<file path="src/rtl/dip_result_collector.sv">
// dip_result_collector
// Collects N consecutive N-wide result rows from the DiP array's bottom PE row
// into an N x N tile. Two tile banks are used ping-pong style so that filling
// one bank and draining the other over valid/ready can overlap.
module dip_result_collector #(
    parameter int N    = 4,
    parameter bit RELU = 1'b0,
    localparam int IW  = (N > 1) ? $clog2(N) : 1
) (
    input  logic                 clk,
    input  logic                 rst_n,
    input  logic                 clear,
    input  logic                 in_valid,
    input  logic [N-1:0][23:0]   psum_in,
    output logic                 out_valid,
    input  logic                 out_ready,
    output logic [N-1:0][23:0]   out_row,
    output logic [IW-1:0]        out_row_idx,
    output logic                 out_last,
    output logic                 overflow,
    output logic                 busy
);

    // Write-side and read-side pointers, per-bank full flags, sticky drop flag
    logic                 wr_bank_r;
    logic [IW-1:0]        wr_row_r;
    logic                 rd_bank_r;
    logic [IW-1:0]        rd_row_r;
    logic [1:0]           full_r;
    logic                 overflow_r;

    // Tile storage; contents are deliberately not reset
    logic [N-1:0][23:0]   mem_r [2][N];

    logic                 wr_en_s;
    logic                 drop_s;
    logic                 rd_fire_s;
    logic                 wr_last_s;
    logic                 rd_last_s;
    logic [1:0]           full_next_s;

    // Optional clamp of negative (signed 24-bit) elements to zero
    function automatic logic [N-1:0][23:0] relu_row(input logic [N-1:0][23:0] row);
        logic [N-1:0][23:0] res;
        for (int k = 0; k < N; k++) begin
            if (RELU && row[k][23]) begin
                res[k] = 24'd0;
            end else begin
                res[k] = row[k];
            end
        end
        return res;
    endfunction

    // Handshake decode and next full-flag computation (all from pre-edge state)
    always_comb begin
        wr_last_s   = (wr_row_r == IW'(N - 1));
        rd_last_s   = (rd_row_r == IW'(N - 1));
        wr_en_s     = in_valid & ~clear & ~full_r[wr_bank_r];
        drop_s      = in_valid & ~clear &  full_r[wr_bank_r];
        rd_fire_s   = full_r[rd_bank_r] & out_ready & ~clear;
        full_next_s = full_r;
        // A write can only set an empty bank and a drain can only clear a
        // full one, so the two updates never target the same bank.
        if (wr_en_s && wr_last_s) begin
            full_next_s[wr_bank_r] = 1'b1;
        end else begin
            full_next_s[wr_bank_r] = full_r[wr_bank_r];
        end
        if (rd_fire_s && rd_last_s) begin
            full_next_s[rd_bank_r] = 1'b0;
        end else begin
            full_next_s[rd_bank_r] = full_next_s[rd_bank_r];
        end
    end

    // Control state: pointers, full flags and overflow, with async reset and sync clear
    always_ff @(posedge clk or negedge rst_n) begin
        if (!rst_n) begin
            wr_bank_r  <= 1'b0;
            wr_row_r   <= '0;
            rd_bank_r  <= 1'b0;
            rd_row_r   <= '0;
            full_r     <= 2'b00;
            overflow_r <= 1'b0;
        end else if (clear) begin
            wr_bank_r  <= 1'b0;
            wr_row_r   <= '0;
            rd_bank_r  <= 1'b0;
            rd_row_r   <= '0;
            full_r     <= 2'b00;
            overflow_r <= 1'b0;
        end else begin
            if (wr_en_s) begin
                if (wr_last_s) begin
                    wr_row_r  <= '0;
                    wr_bank_r <= ~wr_bank_r;
                end else begin
                    wr_row_r  <= wr_row_r + IW'(1);
                end
            end
            if (drop_s) begin
                overflow_r <= 1'b1;
            end
            if (rd_fire_s) begin
                if (rd_last_s) begin
                    rd_row_r  <= '0;
                    rd_bank_r <= ~rd_bank_r;
                end else begin
                    rd_row_r  <= rd_row_r + IW'(1);
                end
            end
            full_r <= full_next_s;
        end
    end

    // Row capture into the bank/row currently being filled
    always_ff @(posedge clk) begin
        if (wr_en_s) begin
            mem_r[wr_bank_r][wr_row_r] <= relu_row(psum_in);
        end
    end

    assign out_valid   = full_r[rd_bank_r];
    assign out_row     = mem_r[rd_bank_r][rd_row_r];
    assign out_row_idx = rd_row_r;
    assign out_last    = full_r[rd_bank_r] & rd_last_s;
    assign overflow    = overflow_r;
    assign busy        = full_r[0] | full_r[1] | (wr_row_r != '0);

endmodule

</file>
<file path="config.mk">
export PLATFORM = sky130hd
export DESIGN_NAME = dip_result_collector
export DESIGN_NICKNAME = d
export VERILOG_FILES = /design/src/rtl/dip_result_collector.sv
export SDC_FILE = /design/constraint.sdc
export NUM_CORES = 1
export LEC_CHECK = 0
export CAP_MARGIN = 20
export CORE_MARGIN = 5
export CORE_UTILIZATION = 25
export DETAILED_ROUTE_END_ITERATION = 8
export GPL_TIMING_DRIVEN = 0
export SLEW_MARGIN = 20
export SYNTH_ARGS = -nofsm -noshare
export SYNTH_HDL_FRONTEND = slang
export SYNTH_SLANG_ARGS = --single-unit
export TNS_END_PERCENT = 50
</file>
<file path="constraint.sdc">
create_clock -name clk -period 3.75 [get_ports clk]
set_input_delay 0.375 -clock clk [delete_from_list [all_inputs] [get_ports clk]]
set_output_delay 0.375 -clock clk [all_outputs]
set_load 0.01 [all_outputs]
</file>
==> impl_metrics.csv, run 1 <==
group,metric,value,unit
run_status,outcome,"finished clean",
synth,seq_area_frac_synth,0.793,
cts,cts-htree-levels,3,
global_route,grt_overflow_total,0,
worst_setup_path,crit_chain,"buf_2 > buf_4 > clkbuf_2 > mux2_2 > clkdlybuf4s50_1",
sta,finalSetupViolations,0,
cts,clk_path_buf_depth,3,
global_route,grt_first_pass_wirelength,102,mm
cts,cts_tree,"done",
worst_setup_path,crit_path_end_kind,"output pin",
floorplan,io_pins,203,
drt,routed.top_layer,"met5",
cts,clock_sinks,777,
finish,nets,1585,
drt,wire_per_inst,22.9,um
cts,numCtsBuffers,83,
worst_setup_path,crit_fanout,10,
cts,clk_pin_slew,0.06,ns
global_route,grt_max_degree,68,
synth,netlist.area_leader.share,0.785,
worst_setup_path,cp_slowest_cell,"clkdlybuf4s50_1",
flow_run,cap_violations,0,
synth,ys_ff_latch,777,
drt,met1_length,31.7,mm
sta,finalCritPeriodShare,0.948,
finish,area_growth_syn_to_layout,24.8,%
placement,numPortBuffers,202,
drt,dr_wl_met3,3.86,mm
placement,place_area,33800,um2
floorplan,start_util,0.252,
worst_setup_path,critPathBufInv,4,
synth,netlist_instances,1172,
floorplan,die_area,124000,um2
global_route,first_global_vias,14595,
sta,rsz0062_at_grt,"false",
worst_setup_path,cp.arrival,3.18,ns
worst_hold_path,min_path_type,"in -> reg",
worst_setup_path,crit_type,"reg -> out",
power,vdd_drop_max,351,uV
synth,avgSynthCellArea,25.1,um2
placement,post-place-cells,2917,
drt,routed_via_density,4.31,
floorplan,die_h,353,um
sta,finalClockSkew,0.0399,ns
finish,drive_gt1_frac,0.317,
synth,netlist_area,29400,um2
drt,wl,70.2,mm
sta,min_period,3.55,ns
synth,syn_nets,1278,
global_route,grt_usage,0.112,
placement,hpwlAfterDp,42.8,mm
placement,place.gp.congestion,0.689,
global_route,antenna_found_initial,6,
drt,dr_total_vias,13247,
power,p_per_area,513,nW/um2
synth,ys_warn_count,0,
synth,post-synth-top-area-cell,"edfxtp_1",
sta,fmax,0.281,GHz
finish,fillers,11015,
drt,first_pass_iters,5,
floorplan,die_width,353,um
synth,ys_top_cells_by_area,"edfxtp_1, mux4_2, mux2_2, dfrtp_1, buf_6",
floorplan,core,116000,um2
worst_setup_path,critPathRequiredTime,3.38,ns
worst_setup_path,startpoint_type,"register",
synth,synth.most_common_cell,"edfxtp_1",
drt,route.met2.wl,33.2,mm
cts,clockRootBuffer,"clkbuf_16",
synth,synth_common_cells,"edfxtp_1, mux4_2, mux2_2",
drt,drt-initial-drc-count,944,
worst_setup_path,cpPeakStageDelay,0.50,ns
synth,synthArstFlopShare,0.0116,
finish,postLayoutCellArea,36700,um2
sta,tightest_slew,0.821,ns
finish,fin_cells,3072,
sta,report.final.hold_viol_count,0,
floorplan,fp-row-count,125,
synth,synth_top_flop_cell,"edfxtp_1",
synth,synth.distinct_cells,27,
power,p_leak,11.2,nW
sta,slew_viol_final,0,
drt,ant_nets,0,
sta,slew_headroom,0.452,
worst_setup_path,path_delay_family,"buffers and inverters",
drt,drc,0,
cts,clock_latency,0.65,ns
synth,synth_edf_count,768,
routing by layer:
metal,track usage,vias to the layer above
li1,-,5668
met1,0.153,7140
met2,0.179,338
met3,0.0264,95
met4,0.0321,6
met5,0,-
power by group:
part	leakage [nW]	switching, W	internal, W
combinational	2.74	0.000389	0.000382
clock	1.36	0.00339	0.00491
sequential	7.06	0.0000337	0.00972
total	11.2	0.00381	0.0150
kinds of logic (layout without fill, tap and decap cells):
| family | after synthesis | count (layout) | synth area share |
|---|---|---|---|
| flops | 777 | 777 | 0.793 |
| other cells | 0 | 3 | 0 |
| mux | 292 | 292 | 0.185 |
| compound gates | 11 | 11 | 0.00247 |
| fa+ha+maj | 5 | 5 | 0.00213 |
| simple gates | 27 | 27 | 0.00507 |
| buf+inv | 60 | 433 | 0.0120 |
cell usage in the layout, fill, tap and decap left out, drive strengths merged:
cell type and count:
edfxtp 768, clkdlybuf4s50 199, mux4 192, clkbuf 113, mux2 98, buf 58, clkinv 34, inv 12
bufinv 10, dfrtp 9, nor2 8, and2 8, ha 5, diode 3, nand2 3, o21ai 3
a21oi 3, clkinvlp 3, dlymetal6s2s 3, mux2i 2, nand3 2, nand3b 2, nor4b 1, nor4bb 1
a22oi 1, or4 1, a32oi 1, a31oi 1, a41o 1, nor2b 1, o21ba 1, dlygate4sd3 1
worst reg2reg max path, stage by stage (launching register included):
cell and delay, ns:
dfrtp_1 0.45, nor4bb_1 0.72, and2_4 0.69, buf_16 0.31, buf_16 0.29
flip-flops by register name (all words and copies together), names as in the netlist:
name / cells
wr_row_r: 2
out_row_idx: 2
overflow: 1
full_r: 2
wr_bank_r: 1
rd_bank_r: 1
mem_r: 768
final timing paths:
kind | to | start | slack, ns | cells after the start
max | out_row[66] | out_row_idx[0]$_DFFE_PN0P_ | 0.20 | 5
min | mem_r[1][89]$_DFFE_PP_ | psum_in[89] | 0.46 | 1
max reg2reg | mem_r[1][244]$_DFFE_PP_ | full_r[1]$_DFF_PN0_ | 0.87 | 4
min reg2reg | overflow$_DFFE_PN0P_ | overflow$_DFFE_PN0P_ | 0.54 | 1
max in group asynchronous | rd_bank_r$_DFFE_PN0P_ | rst_n | 2.85 | 2
min in group asynchronous | wr_row_r[1]$_DFFE_PN0P_ | rst_n | 0.58 | 2
metrics by stage:
stage	setup WS, ns	power, W	utilization	setup TNS (ns)	hold WS, ns
floorplan	0.0493	0.0102	-	0	0.0794
global placement	-3.56	0.0107	0.286	-2584.74	0.501
detailed placement	0.0550	0.0107	0.290	0	0.502
CTS	0.0113	0.0191	0.315	0	0.386
global route	0.0295	0.0195	0.315	0	0.415
finish	0.195	0.0188	0.315	0	0.461
timing repair:
action / 4_1_cts / 5_1_grt
hold buffers: 1 / 0
setup buffers: 0 / 0
gates resized for setup: 44 / 10
endpoints found under the hold margin: 6 / 0
endpoints found under the setup margin: 96 / 11
final cells by class:
| cell class | instances | area, um2 | share of cell area |
|---|---|---|---|
| timing repair buffer | 222 | 2510 | 0.0685 |
| clock inverter | 54 | 583 | 0.0159 |
| clock buffer | 97 | 2190 | 0.0598 |
| antenna | 3 | 7.51 | 0.000205 |
| inverter | 5 | 26.3 | 0.000717 |
| buffer | 55 | 390 | 0.0107 |
| sequential | 777 | 23300 | 0.635 |
| tap | 1524 | 1910 | 0.0520 |
| multi-input combinational | 335 | 5750 | 0.157 |
(Power assumes the default switching activity.)
==> inputs of run 2 (changes only) <==
--- a/config.mk
+++ b/config.mk
@@ -6,10 +6,11 @@
 export NUM_CORES = 1
 export LEC_CHECK = 0
 export CAP_MARGIN = 20
-export CORE_MARGIN = 5
+export CORE_MARGIN = 8
 export CORE_UTILIZATION = 25
 export DETAILED_ROUTE_END_ITERATION = 8
 export GPL_TIMING_DRIVEN = 0
+export RECOVER_POWER = 25
 export SLEW_MARGIN = 20
 export SYNTH_ARGS = -nofsm -noshare
 export SYNTH_HDL_FRONTEND = slang
==> impl_metrics.csv, run 2 (same netlist as run 1, synthesis figures left out) <==
group,metric,value,unit
run_status,outcome,"finished clean",
cts,clk_pin_slew,0.05,ns
drt,routed.top_layer,"met5",
worst_setup_path,rr_startpoint,"full_r[1]$_DFF_PN0_",
worst_setup_path,critPathRequiredTime,3.38,ns
floorplan,fp-row-count,125,
worst_setup_path,startpoint_type,"register",
cts,numCtsBuffers,86,
worst_setup_path,reg2reg_depth,3,
sta,report.final.hold_viol_count,0,
power,p_per_area,506,nW/um2
worst_setup_path,crit_fanout,10,
sta,slew_headroom,0.417,
drt,dr_wl_met3,3.40,mm
drt,dr_total_vias,13281,
cts,hold_buffers,0,
worst_setup_path,cp.arrival,3.16,ns
floorplan,die_h,359,um
drt,routed_via_density,4.32,
worst_setup_path,crit_type,"reg -> out",
power,p_leak,11.1,nW
global_route,grt_max_degree,51,
sta,tightest_slew,0.862,ns
drt,drc,0,
floorplan,start_util,0.252,
sta,finalSetupViolations,0,
cts,ctsResizeCount,37,
cts,clockRootBuffer,"clkbuf_16",
placement,place.gp.congestion,0.651,
sta,holdWs,0.152,ns
sta,finalCritPeriodShare,0.943,
drt,wire_per_inst,23.5,um
drt,first_pass_iters,5,
finish,final_common_cell,"edfxtp_1",
drt,wl,72.3,mm
worst_setup_path,cp_slowest_cell,"clkdlybuf4s50_1",
power,vdd_drop_max,298,uV
floorplan,die_width,359,um
worst_setup_path,endpoint,"out_row[7]",
sta,timing.setup.tns,0,ns
cts,clock_sinks,777,
sta,rsz0062_at_grt,"false",
global_route,grt_first_pass_wirelength,103,mm
drt,route.met2.wl,36.3,mm
finish,nets,1587,
placement,hpwlAfterDp,44.0,mm
power,power,0.0185,W
placement,numPortBuffers,202,
finish,largest_reg_flops,768,
worst_setup_path,cpPeakStageDelay,0.58,ns
finish,area_growth_syn_to_layout,24.5,%
floorplan,core,116000,um2
cts,cts_tree,"done",
cts,cts-htree-levels,3,
cts,clk_path_buf_depth,3,
drt,drt-initial-drc-count,982,
sta,min_period,3.54,ns
worst_setup_path,rr_endpoint,"mem_r[1][53]$_DFFE_PP_",
cts,post-cts-setup-buffers,0,
floorplan,io_pins,203,
worst_setup_path,crit_path_end_kind,"output pin",
flow_run,cap_violations,0,
sta,slew_viol_final,0,
global_route,antenna_found_initial,10,
sta,fmax,0.283,GHz
worst_hold_path,min_path_type,"in -> async",
finish,layout_common_cells,"edfxtp_1, mux4_2, clkdlybuf4s50_1, mux2_2, clkbuf_16",
floorplan,die_area,129000,um2
worst_setup_path,crit_chain,"buf_4 > buf_2 > mux4_2 > mux2_2 > clkdlybuf4s50_1",
cts,clock_latency,0.64,ns
drt,met1_length,31.2,mm
worst_setup_path,r2r_setup_slack,1.06,ns
sta,finalClockSkew,0.0151,ns
global_route,grt_usage,0.111,
finish,drive_gt1_frac,0.308,
global_route,first_global_vias,14589,
global_route,grt_overflow_total,0,
finish,largest-register,"mem_r",
drt,ant_nets,0,
worst_setup_path,startpoint,"out_row_idx[1]$_DFFE_PN0P_",
==> run 2: changes by cell type in the layout (fill, tap and decap cells not counted), sizes merged, moves of 4 or more <==
cell	change
clkinv	-8
dlygate4sd3	+56
clkdlybuf4s50	-54
bufinv	-4
clkbuf	+11
==> run 2: worst max-delay path, delay by kind of cell (launching register included) <==
kind | cells | cell delay [ns]
DFF | 1 | 0.47
muxes | 2 | 0.65
buffers and inverters | 3 | 1.40
==> run 2: power breakdown <==
group          switching, W  internal [W]  total [W]
Clock               0.00334       0.00467    0.00800
Combinational      0.000391      0.000370   0.000761
Sequential        0.0000344       0.00973    0.00976
Total               0.00376        0.0148     0.0185
==> run 2: layout make-up <==
cell class,instances,area (um2)
Fill cell,11079,79800
Sequential cell,777,23300
Multi-Input combinational cell,335,5750
Timing Repair Buffer,221,2520
Clock buffer,110,2240
Tap cell,1524,1910
Clock inverter,44,434
Buffer,55,399
Inverter,5,26.3
Antenna cell,4,10.0
==> run 2: worst min-delay path by stage <==
stage | from | depth (start not counted) | endpoint
floorplan | rst_n | 0 | full_r[0]$_DFF_PN0_
global placement | overflow$_DFFE_PN0P_ | 1 | overflow$_DFFE_PN0P_
detailed placement | overflow$_DFFE_PN0P_ | 1 | overflow$_DFFE_PN0P_
CTS | rst_n | 1 | overflow$_DFFE_PN0P_
global route | rst_n | 1 | overflow$_DFFE_PN0P_
finish | rst_n | 1 | overflow$_DFFE_PN0P_
==> run 2: metal layers <==
| layer | global-route usage | vias up |
|---|---|---|
| met5 | 0 | - |
| met4 | 0.0296 | 4 |
| met3 | 0.0233 | 101 |
| met2 | 0.189 | 323 |
| met1 | 0.144 | 7180 |
| li1 | - | 5673 |
==> run 2: through the flow <==
stage           util  setup slack (ns)  cells  instance area, um2
2_1_floorplan      -            0.0493   1172               29400
3_3_place_gp   0.286             -3.67   2898               33300
3_5_place_dp   0.291             0.111   2917               33800
4_1_cts        0.314          0.000564   3071               36600
5_1_grt        0.314           0.00285   3074               36600
6_report       0.314             0.213   3075               36600
==> inputs of run 3 (changes only) <==
--- a/config.mk
+++ b/config.mk
@@ -10,6 +10,7 @@
 export CORE_UTILIZATION = 25
 export DETAILED_ROUTE_END_ITERATION = 8
 export GPL_TIMING_DRIVEN = 0
+export HOLD_SLACK_MARGIN = 0.05
 export RECOVER_POWER = 25
 export SLEW_MARGIN = 20
 export SYNTH_ARGS = -nofsm -noshare
==> constraint.sdc (replaced) <==
create_clock -name clk -period 4.24 [get_ports clk]
set_input_delay 0.424 -clock clk [delete_from_list [all_inputs] [get_ports clk]]
set_output_delay 0.424 -clock clk [all_outputs]
set_load 0.01 [all_outputs]
==> impl_metrics.csv, run 3 (same netlist as run 1, synthesis figures left out) <==
group,metric,value,unit
worst_setup_path,rr_startpoint,"full_r[1]$_DFF_PN0_",
floorplan,die_width,359,um
sta,report.final.hold_viol_count,0,
global_route,grt_first_pass_wirelength,103,mm
drt,wl,72.3,mm
sta,finalCritPeriodShare,0.943,
drt,dr_total_vias,13246,
worst_setup_path,reg2reg_depth,3,
power,seqPwrFrac,0.527,
cts,hold_buffers,0,
floorplan,core,116000,um2
worst_setup_path,cp_num_cells,5,
sta,finalClockSkew,0.0139,ns
cts,numCtsBuffers,86,
finish,fin_cells,3075,
worst_setup_path,r2r_setup_slack,1.53,ns
finish,nets,1587,
global_route,grt_overflow_total,0,
floorplan,die_h,359,um
global_route,first_global_vias,14582,
placement,post-place-cells,2917,
power,intPower,0.0131,W
placement,hpwlAfterDp,44.0,mm
power,p_sw,0.00333,W
finish,drive_gt1_frac,0.297,
flow_run,cap_violations,0,
finish,area_growth_syn_to_layout,24.4,%
finish,final_common_cell,"edfxtp_1",
sta,slew_headroom,0.301,
worst_setup_path,cp.arrival,3.57,ns
power,power_switching_share,0.203,
worst_hold_path,min_path_type,"in -> async",
cts,cts_tree,"done",
worst_setup_path,crit_type,"reg -> out",
worst_setup_path,critPathBufInv,3,
global_route,antenna_found_initial,11,
worst_setup_path,cp_slowest_cell,"buf_1",
cts,clk_pin_slew,0.05,ns
finish,seq_area,23300,um2
worst_setup_path,crit_fanout,10,
worst_setup_path,path_delay_family,"buffers and inverters",
worst_setup_path,startpoint,"out_row_idx[1]$_DFFE_PN0P_",
worst_setup_path,critPathRequiredTime,3.82,ns
worst_setup_path,crit_path_end_kind,"output pin",
drt,drc,0,
floorplan,io_pins,203,
worst_setup_path,rr_endpoint,"mem_r[1][53]$_DFFE_PP_",
finish,multi_input_area,5750,um2
finish,largest_reg_flops,768,
sta,min_period,4.00,ns
cts,ctsResizeCount,4,
cts,clock_latency,0.64,ns
placement,numPortBuffers,202,
drt,ant_nets,0,
power,p_leak,11.0,nW
sta,rsz0062_at_grt,"true",
global_route,grt_max_degree,51,
global_route,top_usage_layer,"met2",
worst_setup_path,endpoint,"out_row[23]",
power,pwr-share-comb,0.041,
worst_setup_path,crit_chain,"buf_2 > buf_1 > mux4_2 > mux2_2 > clkdlybuf4s50_1",
finish,largest-register,"mem_r",
drt,first_pass_iters,4,
cts,clock_sinks,777,
finish,layout_common_cells,"edfxtp_1, mux4_2, clkdlybuf4s50_1, mux2_2, clkbuf_16",
power,vdd_drop_max,262,uV
placement,place.gp.congestion,0.651,
sta,fmax,0.250,GHz
run_status,outcome,"finished clean",
sta,holdWs,0.205,ns
floorplan,fp-row-count,125,
finish,fillers,11077,
global_route,grt_usage,0.111,
global_route,use_met1,0.144,
power,p_per_area,449,nW/um2
drt,wire_per_inst,23.5,um
global_route,use_met2,0.188,
cts,cts-htree-levels,3,
floorplan,die_area,129000,um2
cts,post-cts-setup-buffers,0,
floorplan,start_util,0.252,
sta,slew_viol_final,0,
global_route,grtUsageMet3,0.0233,
worst_setup_path,cpPeakStageDelay,0.74,ns
power,p_clk_frac,0.432,
drt,drt-initial-drc-count,973,
sta,tightest_slew,1.05,ns
worst_setup_path,startpoint_type,"register",
drt,routed_via_density,4.31,
cts,clk_path_buf_depth,3,
sta,finalSetupViolations,0,
cts,clockRootBuffer,"clkbuf_16",
[run 3: changes by cell type in the layout (fill, tap and decap cells not counted)]
cell / previous run / this run
buf_1: 0 / 11
buf_2: 17 / 11
buf_4: 4 / 0
clkbuf_1: 31 / 37
clkbuf_2: 7 / 4
clkdlybuf4s15_2: 3 / 1
clkdlybuf4s18_2: 2 / 0
[run 3: worst min-delay path by stage]
stage                         startpoint                    to  cells after the start
floorplan                          rst_n   full_r[0]$_DFF_PN0_                      0
global placement    overflow$_DFFE_PN0P_  overflow$_DFFE_PN0P_                      1
detailed placement  overflow$_DFFE_PN0P_  overflow$_DFFE_PN0P_                      1
CTS                                rst_n  overflow$_DFFE_PN0P_                      1
global route                       rst_n  overflow$_DFFE_PN0P_                      1
finish                             rst_n  overflow$_DFFE_PN0P_                      1
[run 3: stage by stage]
stage               worst slack, ns  area [um2]  TNS [ns]  total power, W   util
floorplan                     0.490       29400         0         0.00905      -
global placement              -3.23       33300  -2290.90         0.00947  0.286
detailed placement            0.552       33800         0         0.00949  0.291
CTS                         -0.0346       36500   -0.0533          0.0166  0.314
global route                -0.0213       36500   -0.0213          0.0169  0.314
finish                        0.242       36500         0          0.0164  0.314
[run 3: final cells by class]
class                   instances  share of cell area
diodes                          4            0.000274
plain buffers                  55             0.00945
clock buffers                 110              0.0614
clock inverters                44              0.0119
inverters                       5            0.000719
multi-input cells             335               0.157
flip-flops and latches        777               0.638
well taps                    1524              0.0522
repair buffers                221              0.0691
[run 3: per-layer routing]
| metal | wire length, um | part of all wire | vias to the layer above |
|---|---|---|---|
| met5 | 21 | 0.00029 | - |
| met1 | 31300 | 0.43 | 7154 |
| met2 | 36300 | 0.50 | 313 |
| met4 | 1360 | 0.019 | 4 |
| met3 | 3340 | 0.046 | 101 |
| li1 | - | - | 5674 |
[run 3: power groups by stage]
stage	Combinational (W)	Clock [W]	Sequential (W)
2_1_floorplan	0.000255	0	0.00880
3_3_place_gp	0.000648	0	0.00882
3_5_place_dp	0.000700	0	0.00879
4_1_cts	0.000703	0.00730	0.00863
5_1_grt	0.000726	0.00756	0.00864
6_report	0.000673	0.00708	0.00863
